$ cat src/rtl/nabp_state_control_pkg.sv
// Shared definitions for the NABP shifter sequencing logic: controller state
// encoding and the default image geometry used by the shifter and address generators.
package nabp_state_control_pkg;

   localparam int unsigned NABP_NO_OF_ANGLES  = 180;
   localparam int unsigned NABP_ANGLE_WIDTH   = 8;
   localparam int unsigned NABP_TIMEOUT       = 4096;
   localparam int unsigned NABP_TIMEOUT_WIDTH = 13;

   typedef enum logic [2:0] {
      READY_S      = 3'd0,
      FILL_KICK_S  = 3'd1,
      FILL_WAIT_S  = 3'd2,
      PE_WAIT_S    = 3'd3,
      SHIFT_KICK_S = 3'd4,
      SHIFT_WAIT_S = 3'd5
   } nabp_state_e;

   // States in which the controller is blocked on an external event.
   function automatic logic is_wait_state(input nabp_state_e s);
      return (s == FILL_WAIT_S) || (s == PE_WAIT_S) || (s == SHIFT_WAIT_S);
   endfunction

endpackage

$ cat src/rtl/nabp_state_control_watchdog.sv
// Phase watchdog: counts cycles while enabled, restarts on clear, and flags
// the cycle that completes TIMEOUT consecutive enabled cycles.
module nabp_watchdog #(
   parameter int unsigned TIMEOUT       = 4096,
   parameter int unsigned TIMEOUT_WIDTH = 13
) (
   input  logic clk,
   input  logic reset_n,
   input  logic clear_i,
   input  logic enable_i,
   output logic expired_o
);

   logic [TIMEOUT_WIDTH-1:0] count_q, count_d;

   assign expired_o = enable_i && (count_q == TIMEOUT_WIDTH'(TIMEOUT - 1));

   always_comb begin
      count_d = count_q;
      if (clear_i) begin
         count_d = '0;
      end else if (enable_i && !expired_o) begin
         count_d = count_q + TIMEOUT_WIDTH'(1);
      end
   end

   always_ff @(posedge clk or negedge reset_n) begin
      if (!reset_n) begin
         count_q <= '0;
      end else begin
         count_q <= count_d;
      end
   end

endmodule

$ cat src/rtl/nabp_state_control.sv
// Initiator side of the shifter fill/shift kick-done protocol: walks every
// projection angle of one image and guards each wait phase with a watchdog.
module nabp_state_control
   import nabp_state_control_pkg::*;
#(
   parameter int unsigned NO_OF_ANGLES  = NABP_NO_OF_ANGLES,
   parameter int unsigned ANGLE_WIDTH   = NABP_ANGLE_WIDTH,
   parameter int unsigned TIMEOUT       = NABP_TIMEOUT,
   parameter int unsigned TIMEOUT_WIDTH = NABP_TIMEOUT_WIDTH
) (
   input  logic                   clk,
   input  logic                   reset_n,
   input  logic                   start_kick,
   input  logic                   pe_ready,
   input  logic                   sc_fill_done,
   input  logic                   sc_shift_done,
   output logic                   sc_fill_kick,
   output logic                   sc_shift_kick,
   output logic [ANGLE_WIDTH-1:0] angle,
   output logic                   busy,
   output logic                   done,
   output logic                   error
);

   localparam logic [ANGLE_WIDTH-1:0] LAST_ANGLE = ANGLE_WIDTH'(NO_OF_ANGLES - 1);

   nabp_state_e            state_q, state_d;
   logic [ANGLE_WIDTH-1:0] angle_q, angle_d;
   logic                   done_q, done_d;
   logic                   error_q, error_d;
   logic                   wd_clear, wd_enable, wd_expired;

   // Every wait state is entered from a different state, so any state change
   // doubles as the watchdog restart.
   assign wd_enable = is_wait_state(state_q);
   assign wd_clear  = (state_d != state_q);

   nabp_watchdog #(
      .TIMEOUT       (TIMEOUT),
      .TIMEOUT_WIDTH (TIMEOUT_WIDTH)
   ) u_watchdog (
      .clk       (clk),
      .reset_n   (reset_n),
      .clear_i   (wd_clear),
      .enable_i  (wd_enable),
      .expired_o (wd_expired)
   );

   // A done strobe or pe_ready arriving on the final watchdog cycle still
   // advances the sequence; the timeout only fires when nothing happened.
   always_comb begin
      state_d = state_q;
      angle_d = angle_q;
      done_d  = 1'b0;
      error_d = error_q;
      case (state_q)
         READY_S: begin
            if (start_kick) begin
               state_d = FILL_KICK_S;
               angle_d = '0;
               error_d = 1'b0;
            end
         end
         FILL_KICK_S: begin
            state_d = FILL_WAIT_S;
         end
         FILL_WAIT_S: begin
            if (sc_fill_done) begin
               state_d = PE_WAIT_S;
            end else if (wd_expired) begin
               state_d = READY_S;
               error_d = 1'b1;
            end
         end
         PE_WAIT_S: begin
            if (pe_ready) begin
               state_d = SHIFT_KICK_S;
            end else if (wd_expired) begin
               state_d = READY_S;
               error_d = 1'b1;
            end
         end
         SHIFT_KICK_S: begin
            state_d = SHIFT_WAIT_S;
         end
         SHIFT_WAIT_S: begin
            if (sc_shift_done) begin
               if (angle_q == LAST_ANGLE) begin
                  state_d = READY_S;
                  done_d  = 1'b1;
               end else begin
                  state_d = FILL_KICK_S;
                  angle_d = angle_q + ANGLE_WIDTH'(1);
               end
            end else if (wd_expired) begin
               state_d = READY_S;
               error_d = 1'b1;
            end
         end
         default: begin
            state_d = READY_S;
         end
      endcase
   end

   always_ff @(posedge clk or negedge reset_n) begin
      if (!reset_n) begin
         state_q <= READY_S;
         angle_q <= '0;
         done_q  <= 1'b0;
         error_q <= 1'b0;
      end else begin
         state_q <= state_d;
         angle_q <= angle_d;
         done_q  <= done_d;
         error_q <= error_d;
      end
   end

   assign sc_fill_kick  = (state_q == FILL_KICK_S);
   assign sc_shift_kick = (state_q == SHIFT_KICK_S);
   assign angle         = angle_q;
   assign busy          = (state_q != READY_S);
   assign done          = done_q;
   assign error         = error_q;

endmodule

$ cat config.mk
export PLATFORM = sky130hd
export DESIGN_NAME = nabp_state_control
export DESIGN_NICKNAME = d
export VERILOG_FILES = /design/src/rtl/nabp_state_control_pkg.sv /design/src/rtl/nabp_state_control_watchdog.sv /design/src/rtl/nabp_state_control.sv
export SDC_FILE = /design/constraint.sdc
export NUM_CORES = 1
export LEC_CHECK = 0
export CORE_MARGIN = 2
export CORE_UTILIZATION = 45
export DETAILED_ROUTE_END_ITERATION = 12
export GPL_TIMING_DRIVEN = 1
export PLACE_DENSITY_LB_ADDON = 0.08
export SLEW_MARGIN = 5
export SYNTH_ARGS = -nofsm -noshare
export SYNTH_HDL_FRONTEND = slang
export SYNTH_HIERARCHICAL = 1
export SYNTH_SLANG_ARGS = --single-unit
$ cat constraint.sdc
create_clock -name clk -period 6.6 [get_ports clk]
set_input_delay 1.32 -clock clk [delete_from_list [all_inputs] [get_ports clk]]
set_output_delay 1.32 -clock clk [all_outputs]
set_load 0.01 [all_outputs]
* After elaboration in Yosys (flattened, before gate mapping)
Cells that the tools add are included.
** Word-level totals
- Bits in registers :: 26
- Latch bits :: 0
- RAM bits :: 0
- Bits in read-only memories :: 0
- Bits of input ports :: 6
- Output and inout bits :: 13
- Logic and storage cells :: 55
- Memories kept :: 0
** Cells by class
- Add/subtract/negate cells :: 2
- Multipliers :: 0
- Divide/modulo/power cells :: 0
- Magnitude comparators :: 0
- Eq/ne operators :: 14
- Shift operators :: 0
- Multiplexer cells :: 22
- Bitwise logic cells :: 0
- Reduce and logical (&&, ||, !) cells :: 12
** Operator list (count)
- $mux W13 :: 2
- $mux W8 :: 3
- $pmux W3 S6 :: 1
- $pmux W8 S2 :: 1
- $mux W3 :: 5
- $add A13 B1 Y13 const B :: 1
- $eq A13 B12 Y1 const B :: 1
- $ne A2 B2 Y1 const B :: 6
- $mux W1 :: 9
- $add A8 B1 Y8 const B :: 1
- $eq A8 B8 Y1 const B :: 1
- $eq A3 B2 Y1 const B :: 2
- $eq A3 B3 Y1 const B :: 2
- $reduce_and A5 Y1 :: 1
- $pmux W1 S4 :: 1
- $reduce_and A4 Y1 :: 1
- $reduce_bool A2 Y1 :: 2
- $reduce_bool A4 Y1 :: 1
- $eq A3 B1 Y1 const B :: 1
- $logic_not A3 Y1 :: 1
- $ne A3 B3 Y1 :: 1
- $reduce_bool A3 Y1 :: 1
- $logic_and A1 B1 Y1 :: 2
- $logic_or A1 B1 Y1 :: 2
- $logic_not A1 Y1 :: 1

* Depth between registers and ports, before layout
- Depth in word-level cells :: 9
- Depth in mapped cells :: 14
- Gate-level depth less buffers :: 11

* Hierarchy
Netlist, hierarchy kept.
** Modules (own cells, without submodules)
- nabp_state_control :: instances 1, cells an instance 85, area an instance 813.3 µm², sequential area each 325.3 µm²
- nabp_watchdog :: instances 1, cells an instance 76, area an instance 744.5 µm², sequential area each 325.3 µm²

* Worst setup path after synthesis
No wires, ideal clock.
- Path kind :: register -> register
- From :: register state_q[0]
- To :: register u_watchdog.count_q[11]
- Setup time :: 0.128 ns
- Arrival time :: 3.072 ns
- Required time :: 6.472 ns
- Setup slack :: 3.400 ns
- Cell stages (with the launch flop) :: 14
- Buffers on the path :: 3
- Clock period less this slack :: 3.200 ns
- Path through :: dfrtp_1 > buf_2 > inv_1 > o21ai_0 > nand2_1 > or4_1 > buf_2 > nor3_1 > nor4bb_1 > o21ai_0 > o41a_1 > buf_6 > nor2_1 > mux2_1
** Between the ends
- Longest elaborated chain between the ends :: 9
- Elaborated cells on any way between the ends :: 20
- Classes of those cells :: eq/ne (6); mux (7); reduce/logical (7)
** Ends and longest elaborated chain
- start, declared :: RTL line nabp_state_control.sv:27 : nabp_state_e state_q, state_d;
- start signal, assigned :: RTL line nabp_state_control.sv:113 : state_q <= state_d;
- $eq A3 B2 Y1 :: RTL line nabp_state_control_pkg.sv:21 : return (s == FILL_WAIT_S) || (s == PE_WAIT_S) || (s == SHIFT_WAIT_S);
- $logic_or A1 B1 Y1 :: RTL line nabp_state_control_pkg.sv:21
- $logic_or A1 B1 Y1 * :: RTL line nabp_state_control_pkg.sv:21
- via wd_enable :: RTL line nabp_state_control.sv:31 : logic wd_clear, wd_enable, wd_expired;
- $logic_and A1 B1 Y1 * :: RTL line nabp_state_control_watchdog.sv:16 : assign expired_o = enable_i && (count_q == TIMEOUT_WIDTH'(TIMEOUT - 1));
- via wd_expired :: RTL line nabp_state_control.sv:31
- $mux W3 * :: RTL line nabp_state_control.sv:70, nabp_state_control.sv:78, nabp_state_control.sv:95
- $mux W3, on equally long branches :: RTL line nabp_state_control.sv:87, nabp_state_control.sv:68, nabp_state_control.sv:76
- $pmux W3 S6 * :: RTL line nabp_state_control.sv:56 : case (state_q)
- $ne A3 B3 Y1 * :: RTL line nabp_state_control.sv:36 : assign wd_clear = (state_d != state_q);
- via wd_clear :: RTL line nabp_state_control.sv:31
- $mux W13 or $reduce_bool A2 Y1 (tied branches)
- end signal, assigned :: RTL line nabp_state_control_watchdog.sv:31 : count_q <= count_d;
- end, declared :: RTL line nabp_state_control_watchdog.sv:14 : logic [TIMEOUT_WIDTH-1:0] count_q, count_d;
Mark *: on every way through the listed nets, which the timed path passes. The rest lies on a longest branch.
A chain may end at the register's enable or synchronous reset.

* Final worst setup path
- From :: register state_q[2]
- To :: register u_watchdog.count_q[11]
The elaborated chain is that of the path after synthesis.

==> metrics.txt <==
CTS Buffer Depth=2; CP startpoint kind=register; die area=0.00395 mm^2; Die Height=62.8 um; hold_ws=0.522 ns; Rel. slew slack=57.1%; Worst-path clk slew=0.14 ns; Static Leak=0.000711 uW; WP data arrival=4.29 ns; Post-CTS Hold Buffers=0; Layout Nets=185; clk_lat worst skew=0.32 ns; Final Hold Vio Count=0; Crit Path Max Fanout=13; min Tclk post-route=4.07 ns; final wirelength=3180 um; count leader, synth=dfrtp_1; Layout area overhead=14.5%; H-tree depth=1; Site Rows=21; DP HPWL=2340 um; Post-synth top cells=26 x dfrtp_1, 16 x nand2_1, 10 x nor2_1; layout cells sized above 1=8.52%; synthesized cell area=0.00156 mm^2; status=finished clean; cell count after synthesis=161; routed via count=1326; core area=0.00334 mm^2; Required @ worst endpoint=6.82 ns; drc violations=0; fin crit share=61.7%; IO buf count=18; first-pass GRT wire length=5980 um; root buffer cell=clkbuf_4; Setup-failing EPs final=0; Synth cell types=51; reg2reg setup slack=2.53 ns; fin area=0.00178 mm^2; Diodes inserted=0; Avg Inst Size Synth=9.68 um^2; GR Util All Layers=18.6%; Crit Path Class=register to register; number of post-CTS setup repair buffers=0; grt ovf=0; Worst setup EP type=register; Seq/Total Area, Yosys=41.8%; DR iter-0 viols=65; filler instances=322; sum of negative setup slack=0 ns; share of the synthesized area in the top cell type=41.8%; Worst Setup EP=u_watchdog/count_q[11]$_DFFE_PN0P_; GP Congestion=0.855; share of flip-flops with an asynchronous set or reset=100%; RSZ-0062 raised after global routing=no; r2r startpoint=state_q[2]$_DFF_PN0_; Setup crit start=state_q[2]$_DFF_PN0_; Initial Utilization=46.7%; 1st-pass router iterations=4; Post-synth EDFFs=0; Via density=5.97; largest net degree at the start of global routing=27; Die Wd=62.8 um; Num CTS Buffers=3; power per cell area=256 mW/mm^2; initial antenna violation count=0; I/O Pins=19; syn_nets=169; vias in the first global route=1314; final core occ=53.4%; Clock Sinks=26; Layout Skew=0.00311 ns; Worst Max-Slew Pin Slew=0.639 ns; # Max-Cap Violations=0; Synth area leaders=dfrtp_1 42%, mux2i_1 3.9%, nand2_1 3.9%; worst r2r path cells=10; Yosys warnings=6; ys flop type=dfrtp_1; Post-DRT Antenna Nets=0; area leader, netlist=dfrtp_1; Max Clock Freq=246 MHz; Seq cells post-synth=26; worst reg2reg path endpoint=u_watchdog/count_q[11]$_DFFE_PN0P_; HP Class=register to register; routed len/inst=14.3 um; placed standard-cell area=0.00175 mm^2; Max VDD drop=0.000136 V; max-slew violations=0; CTS tree=built; Post-CTS Resized=0
[registers in the layout, summed over array words and instances (netlist names)]
register,count
u_watchdog/count_q,13
done,1
error,1
state_q,3
angle,8
[stage by stage]
stage / instances / setup slack [ns] / total power [uW]
after floorplan: 161 / 3.40 / 345
after global placement: 218 / 2.84 / 372
after detailed placement: 218 / 2.63 / 379
after CTS: 222 / 2.59 / 462
after global routing: 222 / 2.12 / 494
final: 222 / 2.53 / 456
[layout make-up]
class                      instances  area (um^2)  share of cell area, %
inverter                           9         33.8                   1.89
clock buffer                       4         36.3                   2.04
timing repair buffer              19          188                   10.5
multi-input combinational        118          817                   45.8
sequential                        26          651                   36.5
tap                               46         57.6                   3.23
[report_power, final]
group / internal, uW / switching (uW) / total [uW] / leakage (uW)
combinational: 77.5 / 87.5 / 165 / 0.000333
clock: 33.7 / 46.1 / 79.9 / 0.0000210
sequential: 174 / 36.9 / 211 / 0.000357
[worst max-delay path, stage by stage (launching register included)]
cell,delay [ns]
dfrtp_1,0.63
nand2b_1,0.20
o21ai_0,0.47
nand2_1,0.18
or4_1,0.64
nor3_1,0.54
nor4bb_1,0.14
o21ai_0,0.20
o41a_1,0.48
and2b_1,0.23
mux2_1,0.27
[how the worst min path moves through the flow]
stage	startpoint	to	slack (ns)	depth (start not counted)
floorplan	u_watchdog/count_q[6]$_DFFE_PN0P_	u_watchdog/count_q[6]$_DFFE_PN0P_	0.47	1
global placement	u_watchdog/count_q[6]$_DFFE_PN0P_	u_watchdog/count_q[6]$_DFFE_PN0P_	0.49	1
detailed placement	u_watchdog/count_q[6]$_DFFE_PN0P_	u_watchdog/count_q[6]$_DFFE_PN0P_	0.50	1
CTS	u_watchdog/count_q[6]$_DFFE_PN0P_	u_watchdog/count_q[6]$_DFFE_PN0P_	0.52	1
global route	u_watchdog/count_q[6]$_DFFE_PN0P_	u_watchdog/count_q[6]$_DFFE_PN0P_	0.56	1
finish	u_watchdog/count_q[6]$_DFFE_PN0P_	u_watchdog/count_q[6]$_DFFE_PN0P_	0.52	1
[cell usage in the layout (no fill, tap or decap), types with 2 or more instances in the layout]
cell	instances
a211oi_1	2
a21oi_1	6
clkbuf_4	3
clkdlybuf4s50_1	18
dfrtp_1	26
ha_1	2
inv_1	9
mux2_2	2
mux2i_1	6
nand2_1	16
nand2b_1	3
nand3_1	4
nand4_1	6
nor2_1	10
nor2b_1	2
nor3_1	6
nor4_1	4
o21ai_0	8
o22ai_1	2
o31ai_1	4
o41ai_1	2
or3_1	4
or4_1	2
[routing by layer]
| metal | part of all wire [%] | track usage [%] | wire length [um] |
|---|---|---|---|
| met4 | 0.63 | 6.39 | 20 |
| met1 | 44 | 23.5 | 1410 |
| met5 | 0 | 0 | 0 |
| met2 | 51 | 31.6 | 1630 |
| met3 | 3.7 | 3.78 | 118 |
[kinds of logic after synthesis]
| logic type | share of synthesized area [%] |
|---|---|
| buffers and inverters | 5.78 |
| and+or+nand+nor | 28.3 |
| DFF | 41.8 |
| adders and majority gates | 1.61 |
| AOI/OAI and AO/OA | 16.5 |
| muxes | 6.02 |
Note: power is estimated with default switching activity, not from simulation.
